$ cat config.mk
export PLATFORM = sky130hd
export DESIGN_NAME = gray_counter
export DESIGN_NICKNAME = d
export VERILOG_FILES = /design/src/rtl/gray_pkg.sv /design/src/rtl/gray_counter_core.sv /design/src/rtl/gray_counter.sv
export SDC_FILE = /design/constraint.sdc
export NUM_CORES = 1
export LEC_CHECK = 0
export CAP_MARGIN = 0
export CORE_AREA = 3 3 40 42
export CTS_CLUSTER_DIAMETER = 120
export DETAILED_ROUTE_END_ITERATION = 6
export DIE_AREA = 0 0 43 45
export HOLD_SLACK_MARGIN = 0.12
export MAX_ROUTING_LAYER = met4
export PLACE_DENSITY_LB_ADDON = 0.05
export REMOVE_ABC_BUFFERS = 1
export SYNTH_ARGS = -nofsm -noshare
export SYNTH_HDL_FRONTEND = slang
export SYNTH_SLANG_ARGS = --single-unit
$ cat constraint.sdc
create_clock -name clock -period 2.1 [get_ports clock]
set_clock_uncertainty 0.05 [all_clocks]
set_input_delay 0.42 -clock clock [delete_from_list [all_inputs] [get_ports clock]]
set_output_delay 0.42 -clock clock [all_outputs]
set_load 0.005 [all_outputs]
$ cat src/rtl/gray_pkg.sv
`default_nettype none
// ============================================================================
//  Package   : gray_pkg
//  Purpose   : Shared Gray-code helpers for the FIFO pointer logic.
//              bin2gray : b ^ (b >> 1)
//              gray2bin : XOR-prefix from the MSB down
//              Both work on a GRAY_MAX_W-bit container. Callers zero-extend
//              narrower values and keep the low bits of the result. Leading
//              zeros leave both transforms unchanged, so this is exact.
//  Revision  : 1.0  initial release
// ============================================================================
package gray_pkg;

  localparam int GRAY_MAX_W = 32;

  function automatic logic [GRAY_MAX_W-1:0] bin2gray(input logic [GRAY_MAX_W-1:0] b);
    return b ^ (b >> 1);
  endfunction

  // Each binary bit is the XOR of its Gray bit and every Gray bit above it.
  function automatic logic [GRAY_MAX_W-1:0] gray2bin(input logic [GRAY_MAX_W-1:0] g);
    logic [GRAY_MAX_W-1:0] b;
    b[GRAY_MAX_W-1] = g[GRAY_MAX_W-1];
    for (int i = GRAY_MAX_W - 2; i >= 0; i--) begin
      b[i] = b[i+1] ^ g[i];
    end
    return b;
  endfunction

endpackage : gray_pkg
`default_nettype wire

$ cat src/rtl/gray_counter_core.sv
`default_nettype none
// ============================================================================
//  Module    : gray_counter_core
//  Purpose   : Binary incrementer plus a binary register and a Gray register.
//              The Gray register is loaded with the Gray code of the *next*
//              binary value. Because the Gray value is the flop output and is
//              not decoded from r_bin afterwards, only one bit changes per step.
//  Ports     : clk    in  1  counting clock (rising edge)
//              rst    in  1  synchronous active-high clear
//              o_gray out W  registered Gray count
//  Revision  : 1.0  initial release
// ============================================================================
module gray_counter_core
  import gray_pkg::*;
#(
  parameter int W = 4
) (
  input  logic         clk,
  input  logic         rst,
  output logic [W-1:0] o_gray
);

  logic [W-1:0]          r_bin;
  logic [W-1:0]          r_gray;
  logic [W-1:0]          w_bin_nxt;
  logic [GRAY_MAX_W-1:0] w_bin_ext;
  logic [GRAY_MAX_W-1:0] w_gray_ext;

  // Modulo 2**W wrap comes for free from the W-bit add.
  assign w_bin_nxt = r_bin + {{(W-1){1'b0}}, 1'b1};

  always_comb begin
    w_bin_ext           = '0;
    w_bin_ext[W-1:0]    = w_bin_nxt;
    w_gray_ext          = bin2gray(w_bin_ext);
  end

  always_ff @(posedge clk) begin
    if (rst) begin
      r_bin  <= '0;
      r_gray <= '0;
    end else begin
      r_bin  <= w_bin_nxt;
      r_gray <= w_gray_ext[W-1:0];
    end
  end

  assign o_gray = r_gray;

endmodule : gray_counter_core
`default_nettype wire

$ cat src/rtl/gray_counter.sv
`default_nettype none
// ============================================================================
//  Module    : gray_counter
//  Purpose   : Free-running W-bit Gray-code counter. One code per rising edge.
//              Used for the FIFO write and read pointers. Positional port
//              order (reset, clock, out) is relied on by the FIFO.
//  Ports     : reset in  1  synchronous active-high clear to zero
//              clock in  1  counting clock (rising edge)
//              out   out W  registered Gray count (straight from flops)
//  Revision  : 1.0  initial release
// ============================================================================
module gray_counter
  import gray_pkg::*;
#(
  parameter int W = 4
) (
  input  logic         reset,
  input  logic         clock,
  output logic [W-1:0] out
);

  if (W < 2 || W > GRAY_MAX_W) begin : g_bad_width
    $error("gray_counter: W out of range");
  end

  gray_counter_core #(
    .W (W)
  ) u_core (
    .clk    (clock),
    .rst    (reset),
    .o_gray (out)
  );

endmodule : gray_counter
`default_nettype wire

Word level (Yosys, flattened, before mapping)
Cells that the tools add are included.

storage, ports and cells
  flip-flop bits (word level) = 8
  input bits = 2
  output and inout port bits = 4
  word-level logic and storage cells = 4

cells by class
  add/subtract/negate cells = 1
  bitwise logic cells = 1

operators with widths
  operator             number
  $add 4x1->4 const B  1
  $xor 4x3->4          1

Longest topological paths before layout
Gate-level depths: netlist of run 1.

  depth after elaboration = 2
  mapped depth = 4
  mapped depth without buffers = 4

Worst setup path before layout of run 1
OpenSTA, ideal clock, no wires.

  kind = register -> register
  from = register u_core.r_bin[0]
  to = register u_core.r_gray[1] (netlist: u_core.o_gray[1])
  library setup time = 0.115 ns
  data arrival time = 0.945 ns
  required time = 1.935 ns
  slack = 0.990 ns
  stages on the path, launching flop included = 5
  path buffers = 0
  clock period less this slack = 1.110 ns
  path through = dfxtp_1 > ha_1 > xor2_1 > xnor2_1 > nor2_1

between the ends
  word-level cells in the longest chain between the ends = 2

RTL lines
  item                    line                     RTL
  start, declared         gray_counter_core.sv:23  logic [W-1:0] r_bin;
  start signal, assigned  gray_counter_core.sv:43  r_bin <= w_bin_nxt;
  $add 4x1->4             gray_counter_core.sv:30  assign w_bin_nxt = r_bin + {{(W-1){1'b0}}, 1'b1};
  $xor 4x3->4             gray_pkg.sv:17           return b ^ (b >> 1);
  end signal, assigned    gray_counter_core.sv:44  r_gray <= w_gray_ext[W-1:0];
  end, declared           gray_counter_core.sv:24  logic [W-1:0] r_gray;

No other way between the ends.
A chain may end at the register's enable or synchronous reset.

Worst setup path after layout of run 1
  from = register u_core.r_gray[3] (netlist: u_core.o_gray[3])
  to = output out[3]

RTL lines
  item           line                RTL
  end, declared  gray_counter.sv:19  output logic [W-1:0] out

No word-level cell between the ends.

==> run_results.csv, run 1 <==
group,metric,value,unit
outcome,status,"complete, no violations",
floorplan,rows,13,
cts,clockRootBuffer,"clkbuf_4",
sta,rsz0062_at_grt,"false",
floorplan,die-area,1940,um^2
sta,fin_crit_sh,76.1,%
floorplan,io_pins,6,
worst_setup_path,crit_family,"buffers and inverters",
synthesis,seq_area_frac_synth,54.6,%
synthesis,ys_seq_elements,7,
worst_setup_path,arrival,1.13,ns
grt,grt_pass1_wl,648,um
grt,antenna_found_initial,0,
final_layout,register_area,140,um^2
worst_hold_path,hold_depth,1,
worst_setup_path,worst-path-buf-inv,1,
sta,fin_ws,0.502,ns
synthesis,ys_dominant_reg_cell,"dfxtp_1",
grt,grt_pass1_vias,176,
synthesis,async_flop_share,0,%
floorplan,core,1280,um^2
grt,grt_overflow,0,
floorplan,initial_core_util,20.0,%
worst_setup_path,critPathMaxStageDelay,0.51,ns
detailed_routing,avgViaCountPerCell,3.75,
cts,ctsResizeCount,0,
worst_setup_path,critPathRequiredTime,1.63,ns
worst_setup_path,crit_type,"flip-flop to output pin",
final_layout,fill_cells,139,
worst_setup_path,cp.depth,1,
cts,post-cts-setup-buffers,0,
detailed_routing,drc,0,
sta,finalSetupTns,0,ns
placed_design,port_buffers,5,
sta,tightest_slew,0.238,ns
placed_design,place_congestion,0.618,
floorplan,die_h,45,um
synthesis,synth.most_common_cell,"dfxtp_1",
placed_design,post-place-ws,0.759,ns
pwr,peakVddDrop,0.000238,V
cts,cts_max_level,1,
synthesis,ys_warn_count,0,
sta,hold_viol_final,0,
final_layout,layout.nets,37,
worst_setup_path,rr_worst_depth,4,
synthesis,synth_common_cells,"7 x dfxtp_1, 4 x nor2_1, 4 x xor2_1",
sta,setup_viol,0,
flow_run,maxCapViolations,0,
worst_setup_path,critPathSlowestCell,"clkdlybuf4s50_1",
grt,grt_start_max_net_pins,8,
synthesis,synth.area.top_cells,"dfxtp_1 55%, xor2_1 14%, nor2_1 5.9%, ha_1 4.9%, nor2b_1 4.9%",
detailed_routing,firstDrtPassIters,1,
detailed_routing,dr_total_vias,180,
floorplan,die_w,43,um
synthesis,yosysTopAreaCell,"dfxtp_1",
final_layout,antenna_cells,0,
detailed_routing,antenna_left,0,
synthesis,synth_area,256,um^2
pwr,p_leak,0.149,nW
final_layout,area_growth,34.1,%
detailed_routing,drt-total-wl,383,um
cts,cts_tree,"built",
synthesis,netlist.area_leader.share,54.6,%
worst_hold_path,hold_path_class,"flip-flop to flip-flop",
placed_design,dpl.hpwl,275,um
cts,cts_made_buffers,3,
cts,cts_sinks,7,
synthesis,yosysUniqueCellTypes,12,
detailed_routing,wl_per_cell,7.98,um
worst_setup_path,cp_max_fo,3,
synthesis,netlist_instances,25,
cts,cts_buffer_depth,2,
grt,grt_usage,5.16,%
sta,post-route-min-period,1.60,ns
worst_setup_path,start_kind,"flip-flop",
cts,clk_pin_slew_worst_paths,0.05,ns
cts,clkLatencyLatePin,0.25,ns
worst_setup_path,path_cells,"clkdlybuf4s50_1",
cts,hold_buffers,0,
final_layout,multi_input_area,109,um^2
sta,slew_viol_final,0,
sta,slew_headroom,84.1,%
worst_setup_path,cp-end-kind,"output pin",
sta,max_freq,626,MHz
final_layout,drive_gt1_share,9.09,%
synthesis,synth_area_per_cell,10.3,um^2
detailed_routing,drt_iter0_drc,0,
pwr,pwr_density_cell,921,nW/um^2
synthesis,synth-edff-count,0,
## metal layers
metal	global-route usage [%]	vias to the layer above	routed length (um)
met5	-	-	0
met4	7.23	0	5
met3	2.39	2	23
met2	5.69	4	152
met1	5.60	78	202
li1	-	96	-
## cells by family after synthesis
group                    synth area share (%)
AO/OA/AOI/OAI                            1.95
AND/OR/NAND/NOR                          18.5
XOR/XNOR                                 17.1
adder cells (fa/ha/maj)                  4.88
flip-flops                               54.6
buffers and inverters                    2.93
## layout by cell type (no fill, tap or decap)
cell type	Yosys	routed
nand2_1	1	1
clkdlybuf4s50_1	0	5
nor2_1	4	4
ha_1	1	1
dfxtp_1	7	7
clkbuf_1	0	1
a21oi_1	1	1
nor2b_1	2	2
clkbuf_4	0	3
nand3_1	1	1
xor2_1	4	4
and3_1	1	1
nor3_1	1	1
xnor2_1	1	1
## report_power, final
| group | switching (mW) | leakage [nW] | total [mW] | internal [mW] |
|---|---|---|---|---|
| clock | 0.0491 | 0.0150 | 0.122 | 0.0725 |
| sequential | 0.00642 | 0.0577 | 0.152 | 0.145 |
| combinational | 0.0165 | 0.0764 | 0.0437 | 0.0271 |
| total | 0.0720 | 0.149 | 0.317 | 0.245 |
## state kept, by name, summed over array words and instances, names as in the netlist
name	count
u_core.r_bin	3
u_core.o_gray	4
## layout make-up
cell class / instances / share of cell area [%]
multi-input cells: 17 / 31.6
repair buffers: 5 / 14.5
flip-flops and latches: 7 / 40.7
well taps: 15 / 5.45
clock buffers: 4 / 7.64
## worst paths after layout
check	end	slack [ns]	start
max	out[3]	0.50	u_core.o_gray[3]$_SDFF_PP0_
min	u_core.r_bin[0]$_SDFF_PP0_	0.44	u_core.r_bin[0]$_SDFF_PP0_
max reg2reg	u_core.o_gray[1]$_SDFF_PP0_	0.90	u_core.r_bin[0]$_SDFF_PP0_
min reg2reg	u_core.r_bin[0]$_SDFF_PP0_	0.44	u_core.r_bin[0]$_SDFF_PP0_
## per-stage QoR
| step | instances | hold WS (ns) | total power, mW | utilization [%] | cell area, um^2 |
|---|---|---|---|---|---|
| final | 48 | 0.439 | 0.317 | 26.8 | 344 |
| after global routing | 48 | 0.490 | 0.332 | 26.8 | 344 |
| after CTS | 48 | 0.442 | 0.324 | 26.8 | 344 |
| after detailed placement | 44 | 0.430 | 0.199 | 24.7 | 318 |
| after global placement | 44 | 0.437 | 0.200 | 24.7 | 318 |
| after floorplan | 24 | 0.401 | 0.178 | - | 249 |
## worst register-to-register path: stages, from the launching register on
cell and delay (ns):
dfxtp_1 0.41, ha_1 0.22, xor2_1 0.22, xnor2_1 0.14, nor2_1 0.05
Power figures use the tool's default switching activity.
==> run 2, diff against run 1 <==
==> constraint.sdc (replaced) <==
create_clock -name clock -period 1.65 [get_ports clock]
set_clock_uncertainty 0.05 [all_clocks]
set_input_delay 0.33 -clock clock [delete_from_list [all_inputs] [get_ports clock]]
set_output_delay 0.33 -clock clock [all_outputs]
set_load 0.005 [all_outputs]
==> results of run 2 <==
Same layout as run 1 (identical final DEF). Status: complete, no violations.
Main changes from that run: setup slack after placement 0.759 ns -> 0.399 ns; setup slack after layout 0.502 ns -> 0.142 ns; register-to-register setup slack 0.90 ns -> 0.45 ns; total power 0.317 mW -> 0.403 mW; worst IR drop on VDD 0.000238 V -> 0.000303 V
